[src/rtl/cache_ctrl_pkg.sv]
// cache_ctrl_pkg: shared state and mux-select encodings for the n-way cache controller.
// Rev 1.0
`default_nettype none

package cache_ctrl_pkg;

  typedef enum logic [2:0] {
    CHECK   = 3'd0,
    WB      = 3'd1,
    FILL    = 3'd2,
    FL_SCAN = 3'd3,
    FL_WB   = 3'd4,
    FL_DONE = 3'd5
  } state_e;

  localparam logic [1:0] ADDR_CPU    = 2'b00;
  localparam logic [1:0] ADDR_WB_TAG = 2'b01;
  localparam logic [1:0] ADDR_FLUSH  = 2'b10;

  localparam logic [1:0] CIN_NONE = 2'b00;
  localparam logic [1:0] CIN_BUS  = 2'b10;
  localparam logic [1:0] CIN_LINE = 2'b11;

endpackage

`default_nettype wire

[src/rtl/cache_ctrl_nway_plru.sv]
// plru_tree: per-set tree pseudo-LRU storage with update and victim lookup.
// Rev 1.0
`default_nettype none

module plru_tree #(
  parameter int num_ways = 4,
  parameter int num_sets = 8
) (
  input  logic                        clk,
  input  logic                        rst,
  input  logic                        update,
  input  logic [$clog2(num_sets)-1:0] upd_index,
  input  logic [$clog2(num_ways)-1:0] upd_way,
  input  logic [$clog2(num_sets)-1:0] vic_index,
  output logic [$clog2(num_ways)-1:0] victim
);

  localparam int LVLS = $clog2(num_ways);

  // Heap-ordered nodes 1..num_ways-1; a 0 bit steers the victim toward the lower half.
  logic [num_ways-1:1] tree_q [num_sets];
  logic [num_ways-1:1] tree_d [num_sets];

  logic [LVLS-1:0]     upd_node;
  logic [LVLS-1:0]     upd_path;
  logic [LVLS-1:0]     vic_node;
  logic [LVLS-1:0]     vic_way;
  logic [num_ways-1:1] vic_bits;

  always_comb begin
    tree_d   = tree_q;
    upd_node = LVLS'(1);
    upd_path = upd_way;
    if (update) begin
      for (int l = 0; l < LVLS; l++) begin
        tree_d[upd_index][upd_node] = ~upd_path[LVLS-1];
        upd_node    = upd_node << 1;
        upd_node[0] = upd_path[LVLS-1];
        upd_path    = upd_path << 1;
      end
    end
  end

  always_comb begin
    vic_bits = tree_q[vic_index];
    vic_node = LVLS'(1);
    vic_way  = '0;
    for (int l = 0; l < LVLS; l++) begin
      vic_way     = vic_way << 1;
      vic_way[0]  = vic_bits[vic_node];
      vic_node    = vic_node << 1;
      vic_node[0] = vic_way[0];
    end
    victim = vic_way;
  end

  always_ff @(posedge clk or negedge rst) begin
    if (!rst) begin
      tree_q <= '{default: '0};
    end else begin
      tree_q <= tree_d;
    end
  end

endmodule

`default_nettype wire

[src/rtl/cache_ctrl_nway.sv]
// cache_ctrl_nway: n-way write-back cache controller with PLRU replacement and flush.
// Rev 1.0
`default_nettype none

module cache_ctrl_nway
  import cache_ctrl_pkg::*;
#(
  parameter int s_index  = 3,
  parameter int num_ways = 4,
  parameter int s_way    = $clog2(num_ways)
) (
  input  logic                clk,
  input  logic                rst,
  input  logic                mem_read,
  input  logic                mem_write,
  input  logic [s_index-1:0]  mem_index,
  input  logic                flush_req,
  input  logic [num_ways-1:0] hit_vec,
  input  logic [num_ways-1:0] valid_vec,
  input  logic [num_ways-1:0] dirty_vec,
  input  logic                cl_resp,
  output logic                mem_resp,
  output logic                flush_done,
  output logic [num_ways-1:0] way_sel,
  output logic [1:0]          addr_sel,
  output logic [s_index-1:0]  flush_index,
  output logic [1:0]          cache_in_sel,
  output logic                set_dirty,
  output logic                clr_dirty,
  output logic                set_valid_tag,
  output logic                cl_read,
  output logic                cl_write
);

  localparam int                NUM_SETS = 2 ** s_index;
  localparam logic [num_ways-1:0] WAY_ONE = {{(num_ways-1){1'b0}}, 1'b1};

  state_e             state_q, state_d;
  logic [s_way-1:0]   victim_q, victim_d;
  logic [s_way-1:0]   way_cnt_q, way_cnt_d;
  logic [s_index-1:0] set_cnt_q, set_cnt_d;

  logic [s_way-1:0]   hit_way, inv_way, plru_victim, miss_way;
  logic               req, any_hit, any_inv, plru_update, flush_last;

  assign req        = mem_read | mem_write;
  assign any_hit    = |hit_vec;
  assign any_inv    = ~(&valid_vec);
  assign miss_way   = any_inv ? inv_way : plru_victim;
  assign flush_last = (&set_cnt_q) & (&way_cnt_q);

  // Descending scan so the lowest-numbered match wins.
  always_comb begin
    hit_way = '0;
    inv_way = '0;
    for (int i = num_ways - 1; i >= 0; i--) begin
      if (hit_vec[i])    hit_way = s_way'(i);
      if (!valid_vec[i]) inv_way = s_way'(i);
    end
  end

  always_comb begin
    state_d       = state_q;
    victim_d      = victim_q;
    way_cnt_d     = way_cnt_q;
    set_cnt_d     = set_cnt_q;
    plru_update   = 1'b0;
    mem_resp      = 1'b0;
    flush_done    = 1'b0;
    way_sel       = '0;
    addr_sel      = ADDR_CPU;
    flush_index   = '0;
    cache_in_sel  = CIN_NONE;
    set_dirty     = 1'b0;
    clr_dirty     = 1'b0;
    set_valid_tag = 1'b0;
    cl_read       = 1'b0;
    cl_write      = 1'b0;

    // Outputs stay quiet for as long as reset is held, not just after the next edge.
    if (rst) begin
      case (state_q)
        CHECK: begin
          if (req) begin
            if (any_hit) begin
              mem_resp    = 1'b1;
              way_sel     = WAY_ONE << hit_way;
              plru_update = 1'b1;
              if (mem_write) begin
                cache_in_sel = CIN_BUS;
                set_dirty    = 1'b1;
              end
            end else begin
              victim_d = miss_way;
              state_d  = (valid_vec[miss_way] & dirty_vec[miss_way]) ? WB : FILL;
            end
          end else if (flush_req) begin
            set_cnt_d = '0;
            way_cnt_d = '0;
            state_d   = FL_SCAN;
          end
        end
        WB: begin
          cl_write = 1'b1;
          addr_sel = ADDR_WB_TAG;
          way_sel  = WAY_ONE << victim_q;
          if (cl_resp) begin
            clr_dirty = 1'b1;
            state_d   = FILL;
          end
        end
        FILL: begin
          cl_read      = 1'b1;
          cache_in_sel = CIN_LINE;
          way_sel      = WAY_ONE << victim_q;
          if (cl_resp) begin
            set_valid_tag = 1'b1;
            state_d       = CHECK;
          end
        end
        FL_SCAN: begin
          addr_sel    = ADDR_FLUSH;
          flush_index = set_cnt_q;
          way_sel     = WAY_ONE << way_cnt_q;
          if (valid_vec[way_cnt_q] & dirty_vec[way_cnt_q]) begin
            state_d = FL_WB;
          end else if (flush_last) begin
            state_d = FL_DONE;
          end else begin
            way_cnt_d = way_cnt_q + 1'b1;
            if (&way_cnt_q) set_cnt_d = set_cnt_q + 1'b1;
          end
        end
        FL_WB: begin
          cl_write    = 1'b1;
          addr_sel    = ADDR_FLUSH;
          flush_index = set_cnt_q;
          way_sel     = WAY_ONE << way_cnt_q;
          if (cl_resp) begin
            clr_dirty = 1'b1;
            if (flush_last) begin
              state_d = FL_DONE;
            end else begin
              way_cnt_d = way_cnt_q + 1'b1;
              if (&way_cnt_q) set_cnt_d = set_cnt_q + 1'b1;
              state_d = FL_SCAN;
            end
          end
        end
        FL_DONE: begin
          flush_done = 1'b1;
          set_cnt_d  = '0;
          way_cnt_d  = '0;
          state_d    = CHECK;
        end
        default: state_d = CHECK;
      endcase
    end
  end

  always_ff @(posedge clk or negedge rst) begin
    if (!rst) begin
      state_q   <= CHECK;
      victim_q  <= '0;
      way_cnt_q <= '0;
      set_cnt_q <= '0;
    end else begin
      state_q   <= state_d;
      victim_q  <= victim_d;
      way_cnt_q <= way_cnt_d;
      set_cnt_q <= set_cnt_d;
    end
  end

  plru_tree #(
    .num_ways (num_ways),
    .num_sets (NUM_SETS)
  ) u_plru (
    .clk       (clk),
    .rst       (rst),
    .update    (plru_update),
    .upd_index (mem_index),
    .upd_way   (hit_way),
    .vic_index (mem_index),
    .victim    (plru_victim)
  );

endmodule

`default_nettype wire

[config.mk]
export PLATFORM = sky130hd
export DESIGN_NAME = cache_ctrl_nway
export DESIGN_NICKNAME = d
export VERILOG_FILES = /design/src/rtl/cache_ctrl_pkg.sv /design/src/rtl/cache_ctrl_nway_plru.sv /design/src/rtl/cache_ctrl_nway.sv
export SDC_FILE = /design/constraint.sdc
export NUM_CORES = 1
export LEC_CHECK = 0
export CELL_PAD_IN_SITES_DETAIL_PLACEMENT = 1
export CELL_PAD_IN_SITES_GLOBAL_PLACEMENT = 2
export CORE_MARGIN = 4
export CORE_UTILIZATION = 35
export CTS_CLUSTER_DIAMETER = 40
export DETAILED_ROUTE_END_ITERATION = 16
export MAX_ROUTING_LAYER = met4
export PLACE_DENSITY_LB_ADDON = 0.1
export SETUP_SLACK_MARGIN = 0.5
export SLEW_MARGIN = 30
export SYNTH_ARGS = -nofsm -noshare
export SYNTH_HDL_FRONTEND = slang
export SYNTH_SLANG_ARGS = --single-unit
[constraint.sdc]
create_clock -name clk -period 5.3 [get_ports clk]
set_input_delay 0.795 -clock clk [delete_from_list [all_inputs] [get_ports clk]]
set_output_delay 0.795 -clock clk [all_outputs]
set_load 0.02 [all_outputs]
==> metrics list <==
- Data arrives at the worst endpoint at 3.05 ns.
* Via density: 5.72
* Ratio of cells with drive above 1 in the final layout: 0.148
* Slew at the pin closest to its max-slew limit: 0.741 ns
- Counting along the longest clock path gives a buffer depth of 2.
- Number of flops mapped to enable cells by yosys: 0
- In this run the clock root is driven by a clkbuf_8.
- Leaving out filler cells and counting taps, the final layout contains 352.
- Clock Sink Count: 34
* Total Neg Setup Slack: 0 ns
- Headroom to the max-slew limit: 0.506
- The first detailed-routing pass ran for 4 iterations.
* CTS resizes: 0
- The number of setup buffers added after CTS is 0.
- Starting Density: 0.370
* Type of the worst setup path: flip-flop to primary output
- Number of antenna violations at the first check in global routing: 0
- Power spread over the standard cell area amounts to 437 nW/µm².
- CTS built an H-tree with a depth of 2.
- Clock-pin slew was measured on the worst setup and hold paths at 0.09 ns.
- In the global route stage, overall resource usage came out at 0.182.
- Global-route wire length before repair: 10500 µm
- The largest single stage delay on the critical path is 0.80 ns.
- The die covers 7790 µm².
- Slowest cell on the critical path: dfrtp_1
- Summing every instance area after synthesis gives 2250 µm².
- Outcome: finished, final reports clean
* Number of instances in the synthesized netlist: 241
- Most frequent cells in the layout: clkdlybuf4s50_1, dfrtp_1, nand2_1
- Final net count: 300
- Number of max-slew violations in the final report: 0
- The die is 88.3 µm tall.
* Top-area cell type share of the netlist area: 0.377
- Via Count: 2015
* Placed cell count: 344
- Post-detailed-routing wire length: 6400 µm
- When the netlist entered floorplanning its net count stood at 265.
* Per-instance average area after synthesis: 9.36 µm²
- Most area-consuming cells after synthesis: dfrtp_1, mux2_2, nand2_1
- Via count of the first global-routing pass: 2039
- Of the synthesized area, sequential elements account for 0.377.
* Total DRC errors in the routed layout: 0
- During placement, the flow inserted port buffers numbering 38.
- The detailed router finished its first iteration with 132 violations.
* Total of max-cap violations: 0
* Top_reg_cell synth: dfrtp_1
- The path class of the tightest hold or removal check is input port to async pin.
- Highest attainable clock frequency: 0.260 GHz
- Worst setup EP type: primary output
- In this run, post-CTS hold repair placed 0 buffers.
- Antenna cells: 0
- In this run, CTS created clock tree buffers numbering 5.
- Leaving out fill and tap cells, the most frequent cell in the layout is clkdlybuf4s50_1.
* Final clock skew: 0.0135 ns
* Post-detail-place hpwl: 4790 µm
- Number of antenna-violating nets in the routed design: 0
- Hold timing on the final database bottoms out at a slack of 0.392 ns.
- In the finished design, the share of the clock period the worst path needs comes to 0.726.
- Clock insertion delay at the later pin of the skew report: 0.30 ns
* GPL Wtd Cong: 0.806
- Startpoint type of the worst setup path: flip-flop
- In the final routed layout, each cell accounts on average for 18.2 µm.
* Die boundary width: 88.3 µm
* Library cell with the largest summed area after synthesis: dfrtp_1
- Across the whole layout, storage elements account for 851 µm².
- Reported leakage power: 1.18 nW
- Post-route minimum period: 3.85 ns
- Worst-case setup margin in the final layout: 1.45 ns
* Worst endpoint required time: 4.51 ns
- Top-Level Pins: 39
- Yosys printed 0 warnings.
* Placement Setup Slack: 1.68 ns
* Library cells used by synthesis: 52
- Unrepaired setup endpoints after global routing: false
- Final hold viol count: 0
* Share of async-settable or async-resettable flops after synthesis: 1.00
- In this run the worst path has a maximum fanout of 20.
* Flop and latch count out of synthesis: 34
- Ordered list of cells on the worst path: inv_1, o21ai_1, mux2_2, a32oi_1, nor2_1, clkdlybuf4s50_1
- After filler insertion, the fill cell instance count of the layout stands at 703.
* Area of combinational cells with multiple inputs: 1330 µm²
- The worst-case IR drop observed on VDD is 0.000164 V.
- Layout area overhead: 24.1%
- Row generation in the floorplan step produced 28 rows.
- Entering global routing, the biggest net connects 32 pins.
* TritonCTS clock tree: done
* Overflow left after global routing: 0
- The floorplan step defined a core boundary enclosing 6100 µm².
- Final Setup Violations: 0
-- logic make-up after synthesis --
logic type	share of synthesized area
AO/OA/AOI/OAI	0.172
adder cells (fa/ha/maj)	0.0166
buffers and inverters	0.0344
flip-flops	0.377
multiplexers	0.176
AND/OR/NAND/NOR	0.223
-- worst max-delay path, delay by kind of cell (launching register included) --
family                 cells  cell delay, ns
and+or+nand+nor            1            0.06
muxes                      1            0.41
DFF                        1            0.80
AOI/OAI and AO/OA          2            0.71
buffers and inverters      2            0.78
-- stage by stage --
stage	power [mW]	util	cell area, µm²
final	1.22	0.459	2800
after global routing	1.31	0.459	2800
after CTS	1.23	0.459	2800
after detailed placement	0.978	0.440	2680
after global placement	0.969	0.440	2680
after floorplan	0.805	-	2250
-- report_power, final --
part	leakage, nW	internal, mW	switching [mW]
Combinational	0.699	0.250	0.263
Sequential	0.434	0.355	0.102
Clock	0.0504	0.140	0.111
-- path summary, 6_finish.rpt --
path / to / cells after the start / startpoint / slack [ns]
setup / recovery: way_sel[3] / 6 / state_q[1]$_DFFE_PN0P_ / 1.45
hold / removal: u_plru.tree_q[1]$_DFFE_PN0P_ / 1 / rst / 0.39
setup reg to reg: u_plru.tree_q[23]$_DFFE_PN0P_ / 6 / state_q[1]$_DFFE_PN0P_ / 2.35
hold reg to reg: u_plru.tree_q[19]$_DFFE_PN0P_ / 1 / u_plru.tree_q[19]$_DFFE_PN0P_ / 0.50
max in group asynchronous: set_cnt_q[2]$_DFFE_PN0P_ / 2 / rst / 4.18
min in group clk: u_plru.tree_q[19]$_DFFE_PN0P_ / 1 / u_plru.tree_q[19]$_DFFE_PN0P_ / 0.50
-- synthesized netlist by cell type (all sizes together) (2+ instances only) --
cell and n:
a21o 2, o41ai 2, mux2 19, o22ai 3
a32oi 4, and3 9, ha 3, buf 3
nand2 32, o31ai 2, nand2b 5, nor3 4
mux4 5, inv 7, nand3 8, a32o 2
a211oi 2, and2 3, dfrtp 34, nor2b 6
nor2 26, a31oi 4, clkbuf 8, nor4 2
mux2i 6, o21ai 16, a21oi 8
-- routing by layer --
| metal | global-route usage | part of all wire | vias to the layer above |
|---|---|---|---|
| li1 | - | - | 959 |
| met1 | 0.265 | 0.51 | 1005 |
| met2 | 0.264 | 0.43 | 46 |
| met3 | 0.0279 | 0.048 | 5 |
| met4 | 0.0495 | 0.012 | 0 |
| met5 | - | 0 | - |
-- flip-flops by register name, indices dropped and copies added (netlist names) --
signal,count
state_q,3
set_cnt_q,3
way_cnt_q,2
u_plru.tree_q,24
victim_q,2
-- final cells by class --
| cell class | instances | area share |
|---|---|---|
| tap | 75 | 0.0335 |
| sequential | 34 | 0.304 |
| multi-input combinational | 189 | 0.475 |
| inverter | 7 | 0.00939 |
| timing repair buffer | 39 | 0.137 |
| clock buffer | 5 | 0.0246 |
| clock inverter | 3 | 0.0161 |
Note: power is estimated with default switching activity, not from simulation.
